**src/rtl/seg7_time_reader_if.sv**
```systemverilog
// Scan-side bus of the 7-segment time reader: display scan inputs plus decoded time outputs.
interface seg7_time_reader_if;
    logic       strobe;
    logic [6:0] segIn;
    logic [5:0] digitSel;
    logic [4:0] hours;
    logic [5:0] minutes;
    logic [5:0] seconds;
    logic       timeValid;
    logic       digitErr;
    logic       frameErr;

    modport master (
        output strobe, segIn, digitSel,
        input  hours, minutes, seconds, timeValid, digitErr, frameErr
    );

    modport slave (
        input  strobe, segIn, digitSel,
        output hours, minutes, seconds, timeValid, digitErr, frameErr
    );
endinterface

```
**src/rtl/seg7_time_reader.sv**
```systemverilog
// Reads the multiplexed 7-segment scan back into binary HH:MM:SS.
// Define SEG7_READER_TIMEOUT_EN to abort frames stalled for TIMEOUT_CYCLES.
module seg7_time_reader #(
    parameter int unsigned TIMEOUT_CYCLES = 1024
) (
    input  logic              clock,
    input  logic              reset_n,
    seg7_time_reader_if.slave bus
);
    typedef enum logic [1:0] {IDLE, COLLECT, CHECK} state_t;

    if (TIMEOUT_CYCLES < 2 || TIMEOUT_CYCLES > 65535) begin : g_param_check
        $error("seg7_time_reader: TIMEOUT_CYCLES out of range");
    end

    function automatic logic [4:0] seg_decode(input logic [6:0] seg);
        case (seg)
            7'h7E:   return 5'h10;
            7'h30:   return 5'h11;
            7'h6D:   return 5'h12;
            7'h79:   return 5'h13;
            7'h33:   return 5'h14;
            7'h5B:   return 5'h15;
            7'h5F:   return 5'h16;
            7'h70:   return 5'h17;
            7'h7F:   return 5'h18;
            7'h7B:   return 5'h19;
            7'h77:   return 5'h1A;
            7'h1F:   return 5'h1B;
            7'h4E:   return 5'h1C;
            7'h3D:   return 5'h1D;
            7'h4F:   return 5'h1E;
            7'h47:   return 5'h1F;
            default: return 5'h00;
        endcase
    endfunction

    function automatic logic [6:0] bcd2bin(input logic [3:0] tens, input logic [3:0] units);
        logic [6:0] t;
        t = {3'b000, tens};
        return (t << 3) + (t << 1) + {3'b000, units};
    endfunction

    state_t          state, state_n;
    logic [2:0]      idx, idx_n;
    logic [5:0][3:0] digits;
    logic            wr_en;
    logic [2:0]      wr_sel;
    logic            ld, derr_n, ferr_n;

    // Decode stage: the strobe edge registers pattern decode and select; the FSM acts one edge later.
    logic       stb_q;
    logic [5:0] sel_q;
    logic [4:0] code_q;

    always_ff @(posedge clock or negedge reset_n) begin
        if (!reset_n) begin
            stb_q  <= 1'b0;
            sel_q  <= '0;
            code_q <= '0;
        end else begin
            stb_q  <= bus.strobe && (bus.digitSel != '0);
            sel_q  <= bus.digitSel;
            code_q <= seg_decode(bus.segIn);
        end
    end

    logic sel_onehot, sel_match, code_ok, range_ok;
    logic [3:0] ht, hu, mt, mu, st, su;

    assign sel_onehot = (sel_q & (sel_q - 6'd1)) == '0;
    assign sel_match  = sel_q == (6'b000001 << idx);
    assign code_ok    = code_q[4];
    assign {ht, hu, mt, mu, st, su} = digits;
    assign range_ok   = (ht <= 4'd2) && (hu <= 4'd9) && !((ht == 4'd2) && (hu > 4'd3)) &&
                        (mt <= 4'd5) && (mu <= 4'd9) && (st <= 4'd5) && (su <= 4'd9);

`ifdef SEG7_READER_TIMEOUT_EN
    localparam logic [15:0] TO_LAST = 16'(TIMEOUT_CYCLES - 1);
    logic [15:0] cnt;

    always_ff @(posedge clock or negedge reset_n) begin
        if (!reset_n)                      cnt <= '0;
        else if (state != COLLECT || stb_q) cnt <= '0;
        else                               cnt <= cnt + 16'd1;
    end
`endif

    always_comb begin
        state_n = state;
        idx_n   = idx;
        wr_en   = 1'b0;
        wr_sel  = idx;
        ld      = 1'b0;
        derr_n  = 1'b0;
        ferr_n  = 1'b0;
        case (state)
            IDLE: begin
                if (stb_q && sel_q == 6'b100000 && code_ok) begin
                    wr_en   = 1'b1;
                    wr_sel  = 3'd5;
                    idx_n   = 3'd4;
                    state_n = COLLECT;
                end
            end
            COLLECT: begin
                if (stb_q) begin
                    if (!sel_onehot) begin
                        ferr_n  = 1'b1;
                        state_n = IDLE;
                    end else if (!code_ok) begin
                        derr_n  = 1'b1;
                        state_n = IDLE;
                    end else if (!sel_match) begin
                        ferr_n = 1'b1;
                        if (sel_q[5]) begin
                            wr_en  = 1'b1;
                            wr_sel = 3'd5;
                            idx_n  = 3'd4;
                        end else begin
                            state_n = IDLE;
                        end
                    end else begin
                        wr_en = 1'b1;
                        if (idx == 3'd0) state_n = CHECK;
                        else             idx_n   = idx - 3'd1;
                    end
`ifdef SEG7_READER_TIMEOUT_EN
                end else if (cnt == TO_LAST) begin
                    ferr_n  = 1'b1;
                    state_n = IDLE;
`endif
                end
            end
            CHECK: begin
                ld      = range_ok;
                ferr_n  = !range_ok;
                state_n = IDLE;
            end
            default: state_n = IDLE;
        endcase
    end

    always_ff @(posedge clock or negedge reset_n) begin
        if (!reset_n) begin
            state         <= IDLE;
            idx           <= '0;
            digits        <= '0;
            bus.hours     <= '0;
            bus.minutes   <= '0;
            bus.seconds   <= '0;
            bus.timeValid <= 1'b0;
            bus.digitErr  <= 1'b0;
            bus.frameErr  <= 1'b0;
        end else begin
            state <= state_n;
            idx   <= idx_n;
            if (wr_en) digits[wr_sel] <= code_q[3:0];
            if (ld) begin
                bus.hours   <= 5'(bcd2bin(ht, hu));
                bus.minutes <= 6'(bcd2bin(mt, mu));
                bus.seconds <= 6'(bcd2bin(st, su));
            end
            bus.timeValid <= ld;
            bus.digitErr  <= derr_n;
            bus.frameErr  <= ferr_n;
        end
    end
endmodule

```
**src/flat_wrapper.sv**
```systemverilog
// flat-port wrapper written by rule: the top's interface ports become plain ports
module seg7_time_reader_flat 
#(
    parameter int unsigned TIMEOUT_CYCLES = 1024
)
  (clock, reset_n, bus_strobe, bus_segIn, bus_digitSel, bus_hours, bus_minutes, bus_seconds, bus_timeValid, bus_digitErr, bus_frameErr);
  seg7_time_reader_if bus_i ();
  input  logic clock;
  input  logic reset_n;
  input wire logic [$bits(bus_i.strobe)-1:0] bus_strobe;
  input wire logic [$bits(bus_i.segIn)-1:0] bus_segIn;
  input wire logic [$bits(bus_i.digitSel)-1:0] bus_digitSel;
  output wire logic [$bits(bus_i.hours)-1:0] bus_hours;
  output wire logic [$bits(bus_i.minutes)-1:0] bus_minutes;
  output wire logic [$bits(bus_i.seconds)-1:0] bus_seconds;
  output wire logic [$bits(bus_i.timeValid)-1:0] bus_timeValid;
  output wire logic [$bits(bus_i.digitErr)-1:0] bus_digitErr;
  output wire logic [$bits(bus_i.frameErr)-1:0] bus_frameErr;
  assign bus_i.strobe = bus_strobe;
  assign bus_i.segIn = bus_segIn;
  assign bus_i.digitSel = bus_digitSel;
  assign bus_hours = bus_i.hours;
  assign bus_minutes = bus_i.minutes;
  assign bus_seconds = bus_i.seconds;
  assign bus_timeValid = bus_i.timeValid;
  assign bus_digitErr = bus_i.digitErr;
  assign bus_frameErr = bus_i.frameErr;
  seg7_time_reader #(.TIMEOUT_CYCLES(TIMEOUT_CYCLES)) u_core (.clock(clock), .reset_n(reset_n), .bus(bus_i));
endmodule
```
**config.mk**
```make
export PLATFORM = sky130hd
export DESIGN_NAME = seg7_time_reader_flat
export DESIGN_NICKNAME = d
export VERILOG_FILES = /design/src/rtl/seg7_time_reader_if.sv /design/src/rtl/seg7_time_reader.sv /design/src/flat_wrapper.sv
export SDC_FILE = /design/constraint.sdc
export NUM_CORES = 1
export LEC_CHECK = 0
export BUFFER_PORTS_ARGS = -buffer_cell sky130_fd_sc_hd__buf_4
export CORE_ASPECT_RATIO = 0.6
export CORE_UTILIZATION = 53
export CTS_CLUSTER_SIZE = 16
export DETAILED_ROUTE_END_ITERATION = 8
export HOLD_SLACK_MARGIN = 0.03
export PLACE_DENSITY = 0.76
export REMOVE_ABC_BUFFERS = 1
export SETUP_SLACK_MARGIN = 0.5
export SLEW_MARGIN = 20
export SYNTH_ARGS = -nofsm -noshare
export SYNTH_HDL_FRONTEND = slang
export SYNTH_SLANG_ARGS = --single-unit
```
**constraint.sdc**
```tcl
create_clock -name clock -period 2.7 [get_ports clock]
set_input_delay 0.27 -clock clock [delete_from_list [all_inputs] [get_ports clock]]
set_output_delay 0.27 -clock clock [all_outputs]
set_load 0.01 [all_outputs]
```
==> metrics.md, run 1 <==
| Metric | Value |
|---|---|
| Number of synthesized register bits | 61 |
| Slew @ Worst Pin | 0.745 ns |
| Fmax achieved | 349 MHz |
| Total CTS buffers | 9 |
| Via density | 5.98 |
| Die ar. | 6930 sq um |
| Initial Util | 0.561 |
| Global Route Usage Sum | 0.263 |
| Worst IR Drop VDD | 0.000391 V |
| Diodes inserted | 0 |
| Async set or reset register ratio after synthesis | 1.00 |
| Yosys warnings | 0 |
| Clock Tree Buf Depth | 2 |
| Hold Slack | 0.148 ns |
| Failing checks | setup timing |
| CP startpoint kind | register |
| Synthesized instance count | 314 |
| Layout cells sized above 1 | 0.420 |
| Mapped cell area | 3490 sq um |
| Critical path start-end classification | reg -> reg |
| Sequential area share after synthesis | 0.437 |
| Clock skew | 0.0160 ns |
| Multi-input gate area | 2140 sq um |
| Yosys cell types | 54 |
| Post-route setup slack | -0.162 ns |
| Worst path required time | 2.93 ns |
| Synth area leader | dfrtp_1 |
| Fin crit period | 2.86 ns |
| Fin area | 4650 sq um |
| Clock net sink count | 61 |
| Post-route clock period utilization | 1.06 |
| Clk pin slew, worst setup/hold paths | 0.08 ns |
| Status | complete, but fails checks |
| Ranking of synthesized cells by area | dfrtp_1 (44%), mux2_2 (11%), ha_1 (8.2%) |
| Post-DP HPWL | 5490 um |
| Vias in the first global route | 2,697 |
| DR vias | 2,865 |
| Non-filler instance count after layout | 479 |
| Clock root cell | clkbuf_8 |
| Register Area | 1530 sq um |
| Chip height | 64.9 um |
| Largest net degree at the start of global routing | 62 |
| Cell Area, Placed | 4000 sq um |
| Final ANT Viol Nets | 0 |
| Final Hold Vio Count | 0 |
| Number of placement rows | 22 |
| Die X | 107 um |
| Placed insts | 447 |
| Detailed Route WL | 8670 um |
| Post-route setup TNS | -2.43 ns |
| Area Overhead vs Synth | 33.1% |
| Power Dens Cells | 472 nW/um^2 |
| H-tree levels | 3 |
| Starting DRT DRC Count | 302 |
| Initial antenna violation count | 0 |
| Final setup viols | 24 |
| Synth top area share | 0.437 |
| Gr ovfl total | 0 |
| Global-route wire length before repair | 13,600 um |
| Initial DRT Pass Iterations | 6 |
| Syn avg cell area | 11.1 sq um |
| Endpoint type of the worst setup path | register |
| Main synth FF type | dfrtp_1 |
| Worst hold path class | in -> reg |
| Relative slew slack | 0.503 |
| Fill cells | 412 |
| Slew Limit Fails | 0 |
| Worst Path Arrival | 3.09 ns |
| LEAKAGE | 2.27 nW |
| Final GP Congestion | 0.941 |
| Worst-path fanout max | 4 |
| I/O pin cnt | 36 |
| Unrepaired setup endpoints after global routing | yes |
| Core area | 6220 sq um |
| Number of synthesized flops with an enable pin | 0 |
| Drt wl/cell | 18.1 um |
| Max Cap Violations | 0 |
| Final #Nets | 435 |
| Clock tree from TritonCTS | built |
| Residual DRC count | 0 |
| Port bufs | 35 |
| Skew-Pair Late Insertion Delay | 0.35 ns |
-- final cells by class --
cell class | instances | area share
clock buffer | 11 | 0.0326
tap | 84 | 0.0226
multi-input combinational | 229 | 0.461
sequential | 61 | 0.329
inverter | 12 | 0.00969
clock inverter | 5 | 0.0127
timing repair buffer | 77 | 0.133
-- path summary, 6_finish.rpt --
| path | start | end | slack [ns] | cells after the start |
|---|---|---|---|---|
| worst max-delay path | u_core.sel_q[0]$_DFF_PN0_ | u_core.su[1]$_DFFE_PN0P_ | -0.16 | 9 |
| worst min register to register | u_core.bus.minutes[0]$_DFFE_PN0P_ | u_core.bus.minutes[0]$_DFFE_PN0P_ | 0.51 | 1 |
| worst max register to register | u_core.sel_q[0]$_DFF_PN0_ | u_core.su[1]$_DFFE_PN0P_ | -0.16 | 9 |
| max in group asynchronous | reset_n | u_core.idx[0]$_DFFE_PN0P_ | 1.64 | 2 |
| worst min-delay path | bus_strobe | u_core.stb_q$_DFF_PN0_ | 0.15 | 2 |
| min in group asynchronous | reset_n | u_core.bus.seconds[2]$_DFFE_PN0P_ | 0.54 | 2 |
-- cells by family after synthesis --
kind of cell	after synthesis	synth area share
and+or+nand+nor	90	0.141
buffers and inverters	24	0.0272
xor gates and xnor gates	10	0.0251
AOI/OAI and AO/OA	61	0.123
muxes	39	0.130
adders and majority gates	29	0.117
DFF	61	0.437
-- report_power, final --
| part | switching (mW) | internal [mW] |
|---|---|---|
| registers | 0.0314 | 0.937 |
| logic | 0.215 | 0.155 |
| clock network | 0.379 | 0.476 |
| total | 0.625 | 1.57 |
-- critical path, cell delays in order (launching register included) --
cell and delay [ns]:
dfrtp_1 0.40, or4_4 0.56, buf_4 0.18, nor2_4 0.09, nand3_2 0.16, o21ai_2 0.25, a41oi_4 0.07, buf_4 0.16
or4_4 0.53, mux2_4 0.33
-- per-stage QoR --
stage	utilization	total power [mW]	setup WS, ns
2_1_floorplan	-	1.13	-0.314
3_3_place_gp	0.644	1.25	-0.0767
3_5_place_dp	0.644	1.25	-0.201
4_1_cts	0.729	2.18	-0.0781
5_1_grt	0.747	2.28	-0.242
6_report	0.747	2.19	-0.162
-- placed cells by master, fill, tap and decap left out, types with 4 or more instances in the layout --
| cell type | n |
|---|---|
| nand3_1 | 10 |
| dlygate4sd3_1 | 7 |
| inv_1 | 10 |
| nand2_1 | 14 |
| a21oi_1 | 10 |
| buf_4 | 64 |
| clkbuf_8 | 11 |
| dfrtp_1 | 60 |
| o21ai_0 | 10 |
| xnor2_1 | 10 |
| fa_1 | 6 |
| nor3_1 | 4 |
| a21o_1 | 4 |
| nor2b_1 | 5 |
| buf_6 | 6 |
| ha_1 | 20 |
| nor2_1 | 21 |
| o31ai_1 | 4 |
| mux2_2 | 24 |
| mux2_4 | 15 |
-- sequential cells by signal (all words and copies together) (netlist names), 5 cells and up --
| name | flops |
|---|---|
| u_core.bus.minutes | 6 |
| u_core.bus.seconds | 6 |
| u_core.sel_q | 6 |
| u_core.bus.hours | 5 |
| u_core.code_q | 5 |
-- metal layers --
layer,vias up,share of wire,track usage
met3,36,0.091,0.0704
met4,0,0.027,0.0908
li1,1302,-,-
met1,1377,0.45,0.379
met2,150,0.43,0.381
met5,-,0,0
-- repair_timing --
item                                   CTS  global route
buffers inserted                         5             4
endpoints found under the hold margin   48             1
hold buffers                             6             1
setup endpoints to repair               30            30
resized for setup                       52            17
pin swaps                               11            12
-- cells in the mapped netlist, drive strengths merged (2+ instances only) --
master / count
nor4: 5
nand4: 3
dfrtp: 61
ha: 23
fa: 6
xnor2: 10
a31oi: 3
nor2b: 6
a211o: 2
buf: 4
nand3: 13
mux2: 39
or2: 2
o2111ai: 2
nand3b: 3
a41oi: 2
clkbuf: 8
a21oi: 11
inv: 12
nand2b: 4
and2: 2
o31ai: 5
o21ai: 15
a21o: 4
or4: 4
nor3: 5
o22ai: 3
nand2: 14
nor2: 23
No activity file was read; power rests on OpenSTA's default activity.
==> run 2: changes to the inputs <==
Settings changed: CORE_UTILIZATION 53 to 30, PLACE_DENSITY 0.76 to unset.
==> run 2 against run 1 <==
  * The run still ends with setup timing left
  * Fmax is 3.5% higher
  * Cell count up 16%
  * Core utilization shrank 33 points
  * First-iteration DRC count shrank 55%
  * Critical path type unchanged
  * Largest power group is now clock
  * Highest routed layer unchanged
==> metrics.md, run 2 (synthesized netlist as in run 1, its figures left out) <==
| Metric | Value |
|---|---|
| Status | complete, but fails checks (unchanged) |
| Failing checks | setup timing (unchanged) |
| Largest net degree at the start of global routing | 62 (unchanged) |
| Clock Tree Buf Depth | 2 (unchanged) |
| Endpoint type of the worst setup path | register (unchanged) |
| Port bufs | 35 (unchanged) |
| Die X | 141 um (was 107 um) |
| Chip height | 85.6 um (was 64.9 um) |
| Max Cap Violations | 0 (unchanged) |
| Area Overhead vs Synth | 36.4% (was 33.1%) |
| Power Dens Cells | 529 nW/um^2 (was 472 nW/um^2) |
| DR vias | 2,764 (was 2,865) |
| Hold Slack | 0.00585 ns (was 0.148 ns) |
| Final setup viols | 24 (unchanged) |
| Most common library cell in the layout ignoring fill and taps | buf_4 (unchanged) |
| LEAKAGE | 2.30 nW (was 2.27 nW) |
| Most frequent cells in the layout | buf_4 (74), dfrtp_1 (61), mux2_2 (27) (was buf_4 (64), dfrtp_1 (60), mux2_2 (24)) |
| Starting DRT DRC Count | 136 (was 302) |
| Gr ovfl total | 0 (unchanged) |
| Worst path required time | 2.92 ns (was 2.93 ns) |
| Non-filler instance count after layout | 556 (was 479) |
| Total CTS buffers | 9 (unchanged) |
| Number of placement rows | 30 (was 22) |
| Pre-CTS setup slack | -0.246 ns (was -0.201 ns) |
| Detailed Route WL | 8630 um (was 8670 um) |
| Initial Util | 0.309 (was 0.561) |
| Worst hold path class | in -> async (was in -> reg) |
| Clock root cell | clkbuf_16 (was clkbuf_8) |
| Worst-path fanout max | 4 (unchanged) |
| Clock skew | 0.00739 ns (was 0.0160 ns) |
| Post-route clock period utilization | 1.02 (was 1.06) |
| Initial antenna violation count | 0 (unchanged) |
| CP max stage cell | or4_4 (unchanged) |
| Fin crit period | 2.76 ns (was 2.86 ns) |
| Critical path start-end classification | reg -> reg (unchanged) |
| Placed insts | 531 (was 447) |
| Skew-Pair Late Insertion Delay | 0.33 ns (was 0.35 ns) |
| Die ar. | 12,100 sq um (was 6930 sq um) |
| Worst Path Arrival | 2.98 ns (was 3.09 ns) |
| Clock net sink count | 61 (unchanged) |
| Slew Limit Fails | 0 (unchanged) |
| Final Hold Vio Count | 0 (unchanged) |
| Fill cells | 1,058 (was 412) |
| Core area | 11,300 sq um (was 6220 sq um) |
| Relative slew slack | 0.481 (was 0.503) |
| Critical Path Max Stage Delay | 0.56 ns (about the same) |
| Via density | 4.97 (was 5.98) |
| Worst IR Drop VDD | 0.000297 V (was 0.000391 V) |
| Clock tree from TritonCTS | built (unchanged) |
| Global Route Usage Sum | 0.156 (was 0.263) |
| H-tree levels | 3 (unchanged) |
| Drt wl/cell | 15.5 um (was 18.1 um) |
| Fmax achieved | 362 MHz (was 349 MHz) |
| Layout cells sized above 1 | 0.417 (was 0.420) |
| Clk pin slew, worst setup/hold paths | 0.06 ns (was 0.08 ns) |
| I/O pin cnt | 36 (unchanged) |
| Post-route setup TNS | -0.960 ns (was -2.43 ns) |
| Crit-path cells | or4_4 > buf_4 > nor2_1 > o2111ai_2 > nor4_4 > o221ai_2 > buf_6 > nor4_4 > buf_4 > mux2_2 (was or4_4 > buf_4 > nor2_4 > nand3_2 > o21ai_2 > a41oi_4 > buf_4 > or4_4 > mux2_4) |
| Post-DP HPWL | 6170 um (was 5490 um) |
| R2R depth | 10 (was 9) |
| Diodes inserted | 0 (unchanged) |
| Final ANT Viol Nets | 0 (unchanged) |
| Final #Nets | 436 (was 435) |
| R2r setup slk | -0.06 ns (was -0.16 ns) |
| Slew @ Worst Pin | 0.778 ns (was 0.745 ns) |
| Regs by FF count | u_core.bus.minutes (6), u_core.bus.seconds (6), u_core.sel_q (6) (unchanged) |
| Vias in the first global route | 2,726 (was 2,697) |
| Initial DRT Pass Iterations | 4 (was 6) |
| Unrepaired setup endpoints after global routing | yes (unchanged) |
| Global-route wire length before repair | 14,400 um (was 13,600 um) |
| CP startpoint kind | register (unchanged) |
| Residual DRC count | 0 (unchanged) |
| Post-route setup slack | -0.0637 ns (was -0.162 ns) |
| Final GP Congestion | 0.875 (was 0.941) |
[run 2: cell type report]
type	instances	area, sq um	area share
Sequential cell	61	1530	0.321
Tap cell	160	200	0.0420
Clock buffer	10	229	0.0481
Timing Repair Buffer	78	601	0.126
Inverter	12	45.0	0.00946
Multi-Input combinational cell	229	2070	0.435
Clock inverter	6	86.3	0.0181
[run 2: repair_timing]
item                                    CTS  global route
hold buffers                              0             0
pin swaps                                 2             5
buffers inserted                          5             4
resized for setup                        32            20
cloned                                    0             0
endpoints found under the setup margin   30            30
[run 2: worst max-delay path, delay by kind of cell (launching register included)]
family / cells / cell delay [ns]
AOI/OAI and AO/OA: 2 / 0.34
buffers and inverters: 3 / 0.53
DFF: 1 / 0.37
muxes: 1 / 0.34
and+or+nand+nor: 4 / 1.05
[run 2: path summary, 6_finish.rpt]
path,end,from
max,u_core.hu[2]$_DFFE_PN0P_,u_core.sel_q[0]$_DFF_PN0_
max reg2reg,u_core.hu[2]$_DFFE_PN0P_,u_core.sel_q[0]$_DFF_PN0_
max in group asynchronous,u_core.sel_q[3]$_DFF_PN0_,reset_n
min reg2reg,u_core.bus.seconds[0]$_DFFE_PN0P_,u_core.bus.seconds[0]$_DFFE_PN0P_
min in group clock,u_core.sel_q[2]$_DFF_PN0_,bus_digitSel[2]
min,u_core.bus.hours[3]$_DFFE_PN0P_,reset_n
[run 2: metrics by stage]
| stage | utilization | total power [mW] | instance area (sq um) |
|---|---|---|---|
| 5_1_grt | 0.421 | 2.63 | 4760 |
| 4_1_cts | 0.411 | 2.53 | 4650 |
| 2_1_floorplan | - | 1.13 | 3440 |
| 3_3_place_gp | 0.368 | 1.26 | 4160 |
| 3_5_place_dp | 0.368 | 1.26 | 4160 |
| 6_report | 0.421 | 2.52 | 4760 |
[run 2: power by group]
part           switching, mW  internal [mW]  leakage (nW)
combinational          0.196          0.128          1.31
sequential            0.0280          0.939         0.832
clock                  0.420          0.807         0.153
total                  0.644           1.87          2.30
[run 2: metal layers]
metal | vias to the layer above | wire [um] | global-route usage
li1 | 1308 | - | -
met1 | 1348 | 4500 | 0.242
met2 | 97 | 3520 | 0.199
met3 | 11 | 535 | 0.0475
met4 | 0 | 76 | 0.0484
met5 | - | 0 | 0
